## config.mk

```make
export PLATFORM = sky130hd
export DESIGN_NAME = onewire_slave_emu
export DESIGN_NICKNAME = d
export VERILOG_FILES = /design/src/rtl/onewire_pkg.sv /design/src/rtl/onewire_us_tick.sv /design/src/rtl/onewire_slave_emu.sv
export SDC_FILE = /design/constraint.sdc
export NUM_CORES = 1
export LEC_CHECK = 0
export ABC_CLOCK_PERIOD_IN_PS = 2600
export CAP_MARGIN = 0
export CORE_MARGIN = 2
export CORE_UTILIZATION = 50
export CTS_CLUSTER_SIZE = 12
export DETAILED_ROUTE_END_ITERATION = 8
export PLACE_DENSITY_LB_ADDON = 0.25
export SLEW_MARGIN = 20
export SYNTH_ARGS = -nofsm -noshare
export SYNTH_HDL_FRONTEND = slang
export SYNTH_SLANG_ARGS = --single-unit
```

## constraint.sdc

```tcl
create_clock -name clk -period 2.6 [get_ports clk]
set_input_delay 0.26 -clock clk [delete_from_list [all_inputs] [get_ports clk]]
set_output_delay 0.26 -clock clk [all_outputs]
set_load 0.02 [all_outputs]
```

## src/rtl/onewire_pkg.sv

```systemverilog
// Shared state type, ROM/function command codes and timing helper
// for the 1-Wire slave emulator.
package onewire_pkg;

  typedef enum logic [3:0] {
    IDLE,
    RST_LOW,
    PRES_WAIT,
    PRES_DRIVE,
    ROM_CMD,
    FUNC_CMD,
    TX_SP,
    CONV_POLL,
    HALT
  } ow_state_t;

  localparam logic [7:0] ROM_SKIP   = 8'hCC;
  localparam logic [7:0] FN_CONVERT = 8'h44;
  localparam logic [7:0] FN_READ_SP = 8'hBE;

  // Timers start from zero, so an interval of `us` ends on the tick seen while the count is us-1.
  function automatic logic [15:0] us_to_ticks(input int unsigned us);
    return (us == 0) ? 16'd0 : 16'(us - 1);
  endfunction

endpackage

```

## src/rtl/onewire_us_tick.sv

```systemverilog
// One-cycle tick every DIV clocks; restart realigns the phase so the next
// tick lands exactly DIV cycles later.
module onewire_us_tick #(
  parameter int DIV = 50
) (
  input  logic clk,
  input  logic rst_n,
  input  logic restart,
  output logic tick
);

  localparam int            CW   = (DIV > 1) ? $clog2(DIV) : 1;
  localparam logic [CW-1:0] LAST = CW'(DIV - 1);

  logic [CW-1:0] cnt;

  always_ff @(posedge clk or negedge rst_n) begin
    if (!rst_n) begin
      cnt <= '0;
    end else if (restart || cnt == LAST) begin
      cnt <= '0;
    end else begin
      cnt <= cnt + CW'(1);
    end
  end

  assign tick = (cnt == LAST) && !restart;

endmodule

```

## src/rtl/onewire_slave_emu.sv

```systemverilog
// DS18B20-style 1-Wire slave: reset/presence, SKIP ROM, CONVERT T polling
// and READ SCRATCHPAD from a user-supplied scratchpad.
module onewire_slave_emu
  import onewire_pkg::*;
#(
  parameter int CLK_FREQ_HZ       = 50_000_000,
  parameter int RESET_MIN_US      = 480,
  parameter int PRESENCE_DELAY_US = 30,
  parameter int PRESENCE_LEN_US   = 120,
  parameter int SAMPLE_US         = 30,
  parameter int READ_HOLD_US      = 30,
  parameter int SP_BYTES          = 9
) (
  input  logic                    clk,
  input  logic                    rst_n,
  input  logic                    dq_i,
  output logic                    dq_oe_o,
  input  logic [8*SP_BYTES-1:0]   scratchpad_i,
  input  logic                    conv_busy_i,
  output logic                    convert_o,
  output logic [7:0]              cmd_o,
  output logic                    cmd_valid_o,
  output logic                    bus_reset_o
);

  localparam int          DIV          = CLK_FREQ_HZ / 1_000_000;
  localparam int          SPW          = 8 * SP_BYTES;
  localparam logic [15:0] T_PRES_DELAY = us_to_ticks(PRESENCE_DELAY_US);
  localparam logic [15:0] T_PRES_LEN   = us_to_ticks(PRESENCE_LEN_US);
  localparam logic [15:0] T_SAMPLE     = us_to_ticks(SAMPLE_US);
  localparam logic [15:0] T_HOLD       = us_to_ticks(READ_HOLD_US);
  localparam logic [15:0] RST_LEN      = 16'(RESET_MIN_US);

  ow_state_t        state, state_next;
  logic             dq_meta, dq_sync, dq_prev;
  logic             fall, rise, fall_ok;
  logic             tick, tick_restart, tmr_done;
  logic             rst_det, wr_sample, byte_done, rd_bit;
  logic             drive, slot_active;
  logic [15:0]      tmr, tmr_target, low_us;
  logic [2:0]       bit_cnt;
  logic [7:0]       rx_byte, rx_next;
  logic [SPW-1:0]   tx_sr;

  // Idle bus is high, so the synchroniser resets to 1 to avoid a phantom edge.
  always_ff @(posedge clk or negedge rst_n) begin
    if (!rst_n) begin
      dq_meta <= 1'b1;
      dq_sync <= 1'b1;
      dq_prev <= 1'b1;
    end else begin
      dq_meta <= dq_i;
      dq_sync <= dq_meta;
      dq_prev <= dq_sync;
    end
  end

  assign fall    = dq_prev && !dq_sync;
  assign rise    = !dq_prev && dq_sync;
  assign fall_ok = fall && !drive;

  assign tick_restart = fall_ok || (state == RST_LOW && rise);

  onewire_us_tick #(.DIV(DIV)) u_tick (
    .clk     (clk),
    .rst_n   (rst_n),
    .restart (tick_restart),
    .tick    (tick)
  );

  assign rst_det   = tick && !dq_sync && (low_us == RST_LEN - 16'd1);
  assign tmr_done  = tick && (tmr == tmr_target);
  assign wr_sample = slot_active && tmr_done && (state == ROM_CMD || state == FUNC_CMD);
  assign rx_next   = {dq_sync, rx_byte[7:1]};
  assign byte_done = wr_sample && (bit_cnt == 3'd7);
  assign rd_bit    = (state == TX_SP) ? tx_sr[0] : !conv_busy_i;
  assign dq_oe_o   = drive;

  always_ff @(posedge clk or negedge rst_n) begin
    if (!rst_n) state <= IDLE;
    else        state <= state_next;
  end

  always_comb begin
    state_next = state;
    tmr_target = 16'hFFFF;
    case (state)
      PRES_WAIT:          tmr_target = T_PRES_DELAY;
      PRES_DRIVE:         tmr_target = T_PRES_LEN;
      ROM_CMD, FUNC_CMD:  tmr_target = T_SAMPLE;
      TX_SP, CONV_POLL:   tmr_target = T_HOLD;
      default:            ;
    endcase
    case (state)
      RST_LOW:    if (rise) state_next = PRES_WAIT;
      PRES_WAIT:  if (tmr_done) state_next = PRES_DRIVE;
      PRES_DRIVE: if (tmr_done) state_next = ROM_CMD;
      ROM_CMD:    if (byte_done) state_next = (rx_next == ROM_SKIP) ? FUNC_CMD : HALT;
      FUNC_CMD: begin
        if (byte_done) begin
          case (rx_next)
            FN_CONVERT: state_next = CONV_POLL;
            FN_READ_SP: state_next = TX_SP;
            default:    state_next = HALT;
          endcase
        end
      end
      default: ;
    endcase
    if (rst_det) state_next = RST_LOW;
  end

  // Datapath: line-low timer, slot timer, bit shifters and output pulses.
  always_ff @(posedge clk or negedge rst_n) begin
    if (!rst_n) begin
      low_us      <= '0;
      tmr         <= '0;
      drive       <= 1'b0;
      slot_active <= 1'b0;
      bit_cnt     <= '0;
      rx_byte     <= '0;
      tx_sr       <= '0;
      cmd_o       <= 8'h00;
      cmd_valid_o <= 1'b0;
      convert_o   <= 1'b0;
      bus_reset_o <= 1'b0;
    end else begin
      cmd_valid_o <= 1'b0;
      convert_o   <= 1'b0;
      bus_reset_o <= 1'b0;

      if (dq_sync)                        low_us <= '0;
      else if (tick && low_us != RST_LEN) low_us <= low_us + 16'd1;

      if (tick_restart || state_next != state) tmr <= '0;
      else if (tick)                           tmr <= tmr + 16'd1;

      if (rst_det) begin
        bus_reset_o <= 1'b1;
        drive       <= 1'b0;
        slot_active <= 1'b0;
        bit_cnt     <= '0;
      end else begin
        case (state)
          PRES_WAIT:  if (tmr_done) drive <= 1'b1;
          PRES_DRIVE: if (tmr_done) drive <= 1'b0;
          ROM_CMD, FUNC_CMD: begin
            if (fall_ok) begin
              slot_active <= 1'b1;
            end else if (wr_sample) begin
              slot_active <= 1'b0;
              rx_byte     <= rx_next;
              bit_cnt     <= bit_cnt + 3'd1;
              if (byte_done) begin
                cmd_o       <= rx_next;
                cmd_valid_o <= 1'b1;
                if (state == FUNC_CMD && rx_next == FN_CONVERT) convert_o <= 1'b1;
                if (state == FUNC_CMD && rx_next == FN_READ_SP) tx_sr <= scratchpad_i;
              end
            end
          end
          // Shifting in ones makes every slot past the scratchpad read as 1.
          TX_SP, CONV_POLL: begin
            if (fall_ok) begin
              drive <= !rd_bit;
              if (state == TX_SP) tx_sr <= {1'b1, tx_sr[SPW-1:1]};
            end else if (drive && tmr_done) begin
              drive <= 1'b0;
            end
          end
          default: ;
        endcase
      end
    end
  end

endmodule

```

==> Yosys cells after proc, flatten, opt, wreduce, memory -nomap -nowiden <==
Index checks and enable logic that the tools add are counted.
Widths: inputs -> output; s select.
{ "classes": {"add_sub_neg": 4, "eq_ne": 26, "muxes": 49, "bitwise_logic": 2, "n_reduce_logical": 41} }
{ "op_table": {"columns": ["cell", "n"], "rows": [
  ["$mux 72", 6],
  ["$pmux 72 s2", 1],
  ["$mux 16", 4],
  ["$add 16x1->16 const B", 2],
  ["$pmux 16 s2", 1],
  ["$mux 4", 7],
  ["$mux 1", 22],
  ["$pmux 4 s5", 1],
  ["$eq 16x16->1", 1],
  ["$eq 16x9->1 const B", 1],
  ["$eq 4x3->1 const B", 4],
  ["$eq 8x8->1 const B", 2],
  ["$ne 16x9->1 const B", 1],
  ["$logic_and 1x1->1", 15],
  ["$mux 3", 4],
  ["$ne 2x2->1 const B", 6],
  ["$reduce_bool 2->1", 5],
  ["$eq 4x2->1 const B", 2],
  ["$eq 8x7->1 const B", 1],
  ["$pmux 4 s2", 1],
  ["$reduce_and 4->1", 2],
  ["$reduce_and 8->1", 1],
  ["$add 6x1->6 const B", 1],
  ["$eq 6x6->1 const B", 1],
  ["19 further kinds", 30]
]} }
{ "word_totals": {"ff_bits": 141, "in_bits": 76, "word_cells": 138} }

==> Longest topological paths before layout <==
Gate-level depths: netlist of run 1.
{ "logic_depth": {"word_depth": 16, "mapped_depth": 10, "depth_no_buf": 8} }

==> Hierarchy <==
A second synthesis of run 1 with hierarchy kept.
{ "hier_totals": {"hier_cells": 598, "hier_area_um2": 7160.6} }
{ "by_module_without_submodules": {"columns": ["mod", "n_inst", "cells_per_inst", "area_each_um2"], "rows": [
  ["onewire_slave_emu", 1, 571, 6877.8],
  ["onewire_us_tick", 1, 27, 282.8]
]} }

==> Least setup slack after synthesis of run 1 <==
OpenSTA, ideal clock, no wires.
{ "synth_path": {"path_type": "reg-to-reg", "start": "register rx_byte[2]", "end": "register tmr[0]", "setup_ps": 80, "t_arrival_ps": 2406, "setup_slack_ps": 114, "stages_incl_launch_ff": 9, "n_path_buf": 1, "synth_period_minus_slack_ps": 2486, "path_cell_list": "dfrtp_1 > or4b_1 > or4_4 > nand2_2 > o41ai_1 > a21o_1 > a221o_2 > buf_6 > nor3_2"} }
{ "synth_via": {"elab_chain_cells": 8, "word_cells_on_any_way": 13, "cone_classes": "4 x eq/ne; 7 x mux; 2 x reduce/logical"} }
{ "synth_lines": {"columns": ["item", "line_no", "text"], "rows": [
  ["from (decl)", "onewire_slave_emu.sv:42", "logic [7:0] rx_byte, rx_next;"],
  ["from (signal assigned)", "onewire_slave_emu.sv:152", "rx_byte <= rx_next;"],
  ["$eq 8x8->1, or another cell as far along", "onewire_slave_emu.sv:101", "case (rx_next)"],
  ["$pmux 4 s2 / $mux 4 (equally long branches)", "onewire_slave_emu.sv:101, onewire_slave_emu.sv:98", null],
  ["$mux 4 (on tied branches)", "onewire_slave_emu.sv:100, onewire_slave_emu.sv:98", null],
  ["$pmux 4 s5 (*)", "onewire_slave_emu.sv:94", "case (state)"],
  ["$mux 4 (*)", "onewire_slave_emu.sv:110", "if (rst_det) state_next = RST_LOW;"],
  ["$ne 4x4->1 (*)", "onewire_slave_emu.sv:135", "if (tick_restart || state_next != state) tmr <= '0;"],
  ["$logic_or 1x1->1 (*)", "onewire_slave_emu.sv:135", null],
  ["$mux 16 / $reduce_bool 2->1 (equally long branches)", null, null],
  ["to (signal assigned)", "onewire_slave_emu.sv:136", "else if (tick) tmr <= tmr + 16'd1;"],
  ["to (decl)", "onewire_slave_emu.sv:40", "logic [15:0] tmr, tmr_target, low_us;"]
]} }
Every way passes the cells marked *; elsewhere a longest branch is shown, timed or not.
A chain may end at the register's enable or synchronous reset.

==> Final worst setup path of run 1 <==
{ "layout_path": {"start": "register rx_byte[2]", "end": "register tmr[4]"} }
The elaborated chain is that of the path after synthesis.

==> results of run 1 <==
## cell families after synthesis
| logic type | Yosys count | share of synthesized area |
|---|---|---|
| adder cells (fa/ha/maj) | 7 | 0.01273 |
| flip-flops | 140 | 0.5097 |
| AND/OR/NAND/NOR | 240 | 0.1731 |
| XOR/XNOR | 36 | 0.04583 |
| AO/OA/AOI/OAI | 111 | 0.09220 |
| multiplexers | 91 | 0.1351 |
| buffers and inverters | 52 | 0.03128 |
## repair_timing
action	CTS	global route
pin swaps	1	3
hold buffers	1	0
cloned	0	2
endpoints found under the setup margin	8	82
resized for setup	1	9
hold endpoints to repair	62	0
## through the flow
step,hold slack (ns),total power [mW],cells
final,0.3065,4.980,963
after global routing,0.3017,5.150,963
after CTS,0.3091,5.032,961
after detailed placement,0.2915,2.545,928
after global placement,0.2810,2.533,928
after floorplan,-0.03559,2.353,677
## worst max-delay path, stage by stage (launching register included)
cell     delay [ns]
dfrtp_1        0.38
or4b_1         0.53
or4_4          0.51
nand2_2        0.10
o41ai_1        0.07
a21o_1         0.19
a221o_4        0.47
nor3_1         0.21
## cell type report
class | count | area, sq um
Clock buffer | 24 | 461.7
Clock inverter | 8 | 140.1
Fill cell | 1061 | 4578
Inverter | 14 | 52.55
Multi-Input combinational cell | 485 | 3208
Sequential cell | 140 | 3507
Tap cell | 176 | 220.2
Timing Repair Buffer | 116 | 1180
## power by group through the flow
stage          clock [mW]  sequential (mW)  combinational, mW
2_1_floorplan           0             2.26             0.0883
3_5_place_dp            0             2.27              0.277
4_1_cts              2.52             2.23              0.282
5_1_grt              2.61             2.23              0.305
3_3_place_gp            0             2.27              0.267
6_report             2.47             2.23              0.276
## worst min path at each step
stage          startpoint                     end  slack [ns]  depth (start not counted)
3_3_place_gp        rst_n      tmr[2]$_DFFE_PN0P_        0.28                          1
4_1_cts              dq_i       dq_meta$_DFF_PN1_        0.31                          1
3_5_place_dp        rst_n      tmr[2]$_DFFE_PN0P_        0.29                          1
6_report             dq_i       dq_meta$_DFF_PN1_        0.31                          1
2_1_floorplan       rst_n  bit_cnt[0]$_DFFE_PN0P_       -0.04                          0
5_1_grt              dq_i       dq_meta$_DFF_PN1_        0.30                          1
## cells in the final DEF, fill, tap and decap left out, drive strengths merged, types with 8 or more instances in the layout
master,netlist,final
clkdlybuf4s50,0,86
a21oi,13,13
and3,8,8
buf,7,28
nand2,94,94
inv,14,14
xor2,14,14
nor3,31,31
o21ai,78,78
mux2i,76,76
clkbuf,31,25
dfrtp,137,137
nand3,15,15
xnor2,22,22
nand4,11,11
nor2,48,48
mux2,15,15
## synth_stat cells, drive strengths merged (8+ instances only)
library cell  count
xor2             14
a21oi            13
clkbuf           31
and3              8
nor3             31
nor2             48
mux2i            76
nand3            15
nand2            94
o21ai            78
dfrtp           137
inv              14
nand4            11
mux2             15
xnor2            22
## state kept, by name, indices dropped and copies added (netlist names)
signal and count:
bit_cnt 3, bus_reset_o 1, cmd_o 8, cmd_valid_o 1, convert_o 1, dq_meta 1, dq_oe_o 1, dq_prev 1
dq_sync 1, low_us 16, rx_byte 7, slot_active 1, state 4, tmr 16, tx_sr 72, u_tick.cnt 6
## routing by layer
| metal | up-vias | wire length [um] | part of all wire |
|---|---|---|---|
| met5 | - | 0 | 0 |
| met1 | 2592 | 6547 | 0.43 |
| met2 | 135 | 7480 | 0.49 |
| met3 | 18 | 931 | 0.062 |
| li1 | 2559 | - | - |
| met4 | 0 | 176 | 0.012 |
==> results.toml, run 1 <==
[floorplan]
placement_rows = 42
die-width_um = 121.3
top_level_ports = 88
chipHeight_um = 121.3
floorplan.initialDensity = 0.5155
fp.dieArea_sq_mm = 0.01471
core-area_sq_mm = 0.01335

[sta]
relSlewSlack = 0.5998
fmaxAchievable_mhz = 391.9
tns_ns = 0
timing_max_transition_violations_final = 0
tightestPinTransition_ns = 0.6003
setup_viol = 0
hold_viol = 0
timing.clock.skew_ns = 0.008628
final.setup.worst_slack_ns = 0.04858
fin_crit_ns = 2.551
grt_setup_unrepaired = "true"
final.period_utilization = 0.9813

[global_route]
antenna_found_initial = 0
met2_usage = 0.3494
grtUsageTotal = 0.2097
use_met1 = 0.2657
grt_start_max_net_pins = 99
wire_length_of_the_first_global_routing_pass_um = 24490
grt_pass1_vias = 5224
grt_overflow = 0
use_met3 = 0.06391
gr-max-usage-layer = "met2"

[placed_design]
placedInstanceArea_sq_mm = 0.008092
detailed_placer_s_ending_hpwl_um = 10270
numPortBuffers = 87
gp_congestion = 0.8577
detailedPlace.worstSlack_ns = -0.03299

[cells_and_area]
area_growth_syn_to_layout_pct = 27.46
utilization = 0.6570
drive_gt1_frac = 0.1220
final_nets = 857
n_antenna_cell = 0
finish.instance_area_sq_mm = 0.008770

[synthesis]
syn-num-nets = 760
yosys_warnings = 0
synth_area_sq_mm = 0.006880
syn_avg_cell_area_sq_um = 10.16
synth_largest_type_area_fraction = 0.4983
synth_ff_type = "dfrtp_1"
area_leader_netlist = "dfrtp_1"
synth_cell_types = 55
synth_sequential_area_ratio = 0.5097
postSynthRegisterBits = 140
postSynthCellCount = 677
yosys-top-cells-area = "dfrtp_1, mux2i_1, o21ai_0, nand2_1, xnor2_1"
async_s_r_ff_share_synth = 1.000
edff_count_synth = 0

[setup_path]
worst-path-max-fanout = 16
critical_path_end = "tmr[4]$_DFFE_PN0P_"
launch_instance_of_the_worst_register_to_register_path = "rx_byte[2]$_DFFE_PN0P_"
worst-r2r-cell-count = 7
critPathCaptureType = "flop"
critical_path.reg2reg.endpoint = "tmr[4]$_DFFE_PN0P_"
critical_path.startpoint = "rx_byte[2]$_DFFE_PN0P_"
worst-endpoint-arrival_ns = 2.87
cp_data_required_time_ns = 2.92
crit_type = "reg -> reg"
crit_path_start_kind = "flop"
rrSetupSlack_ns = 0.05

[hold_path]
timing.hold.worst.class = "in -> reg"

[cts]
cts.sink_count = 140
clock_root_buffer = "clkbuf_16"
post_cts_repair_timing_setup_buffer_count = 0
cts_buffer_depth = 2
clock_tree_from_tritoncts = "yes"
htree_levels = 4
insertion_delay_ns = 0.41
clkTransAtPathRegs_ns = 0.06
inserted_clock_buffers = 17

[route]
final_antenna_net_count = 0
via_count = 5304
first_pass_iters = 4
viasPerCell = 5.508
drt_wl_total_um = 15140
wl_per_cell_um = 15.72
drcViolationCount = 0
dr.first_iter.drc_count = 337

[run_status]
run_status = "finished, final reports clean"

[power_and_ir_drop]
power.internal_mw = 3.987
power_dens_cells_mw_per_mm2 = 567.9
comb_power_share = 0.055
switching_power_mw = 0.9937
p_clk_frac = 0.497
swShare = 0.1995
vdd_drop_max_mv = 0.6255
power_frac_seq = 0.448
power.leakage_nw = 4.380

[flow_run]
drv.max_cap_violation_count = 0
Power figures use the tool's default switching activity.
==> inputs of run 2 (changes only) <==
- HOLD_SLACK_MARGIN: unset -> 0.15
==> results of run 2 <==
No change in the layout: final DEF, timing and power equal those of run 1.
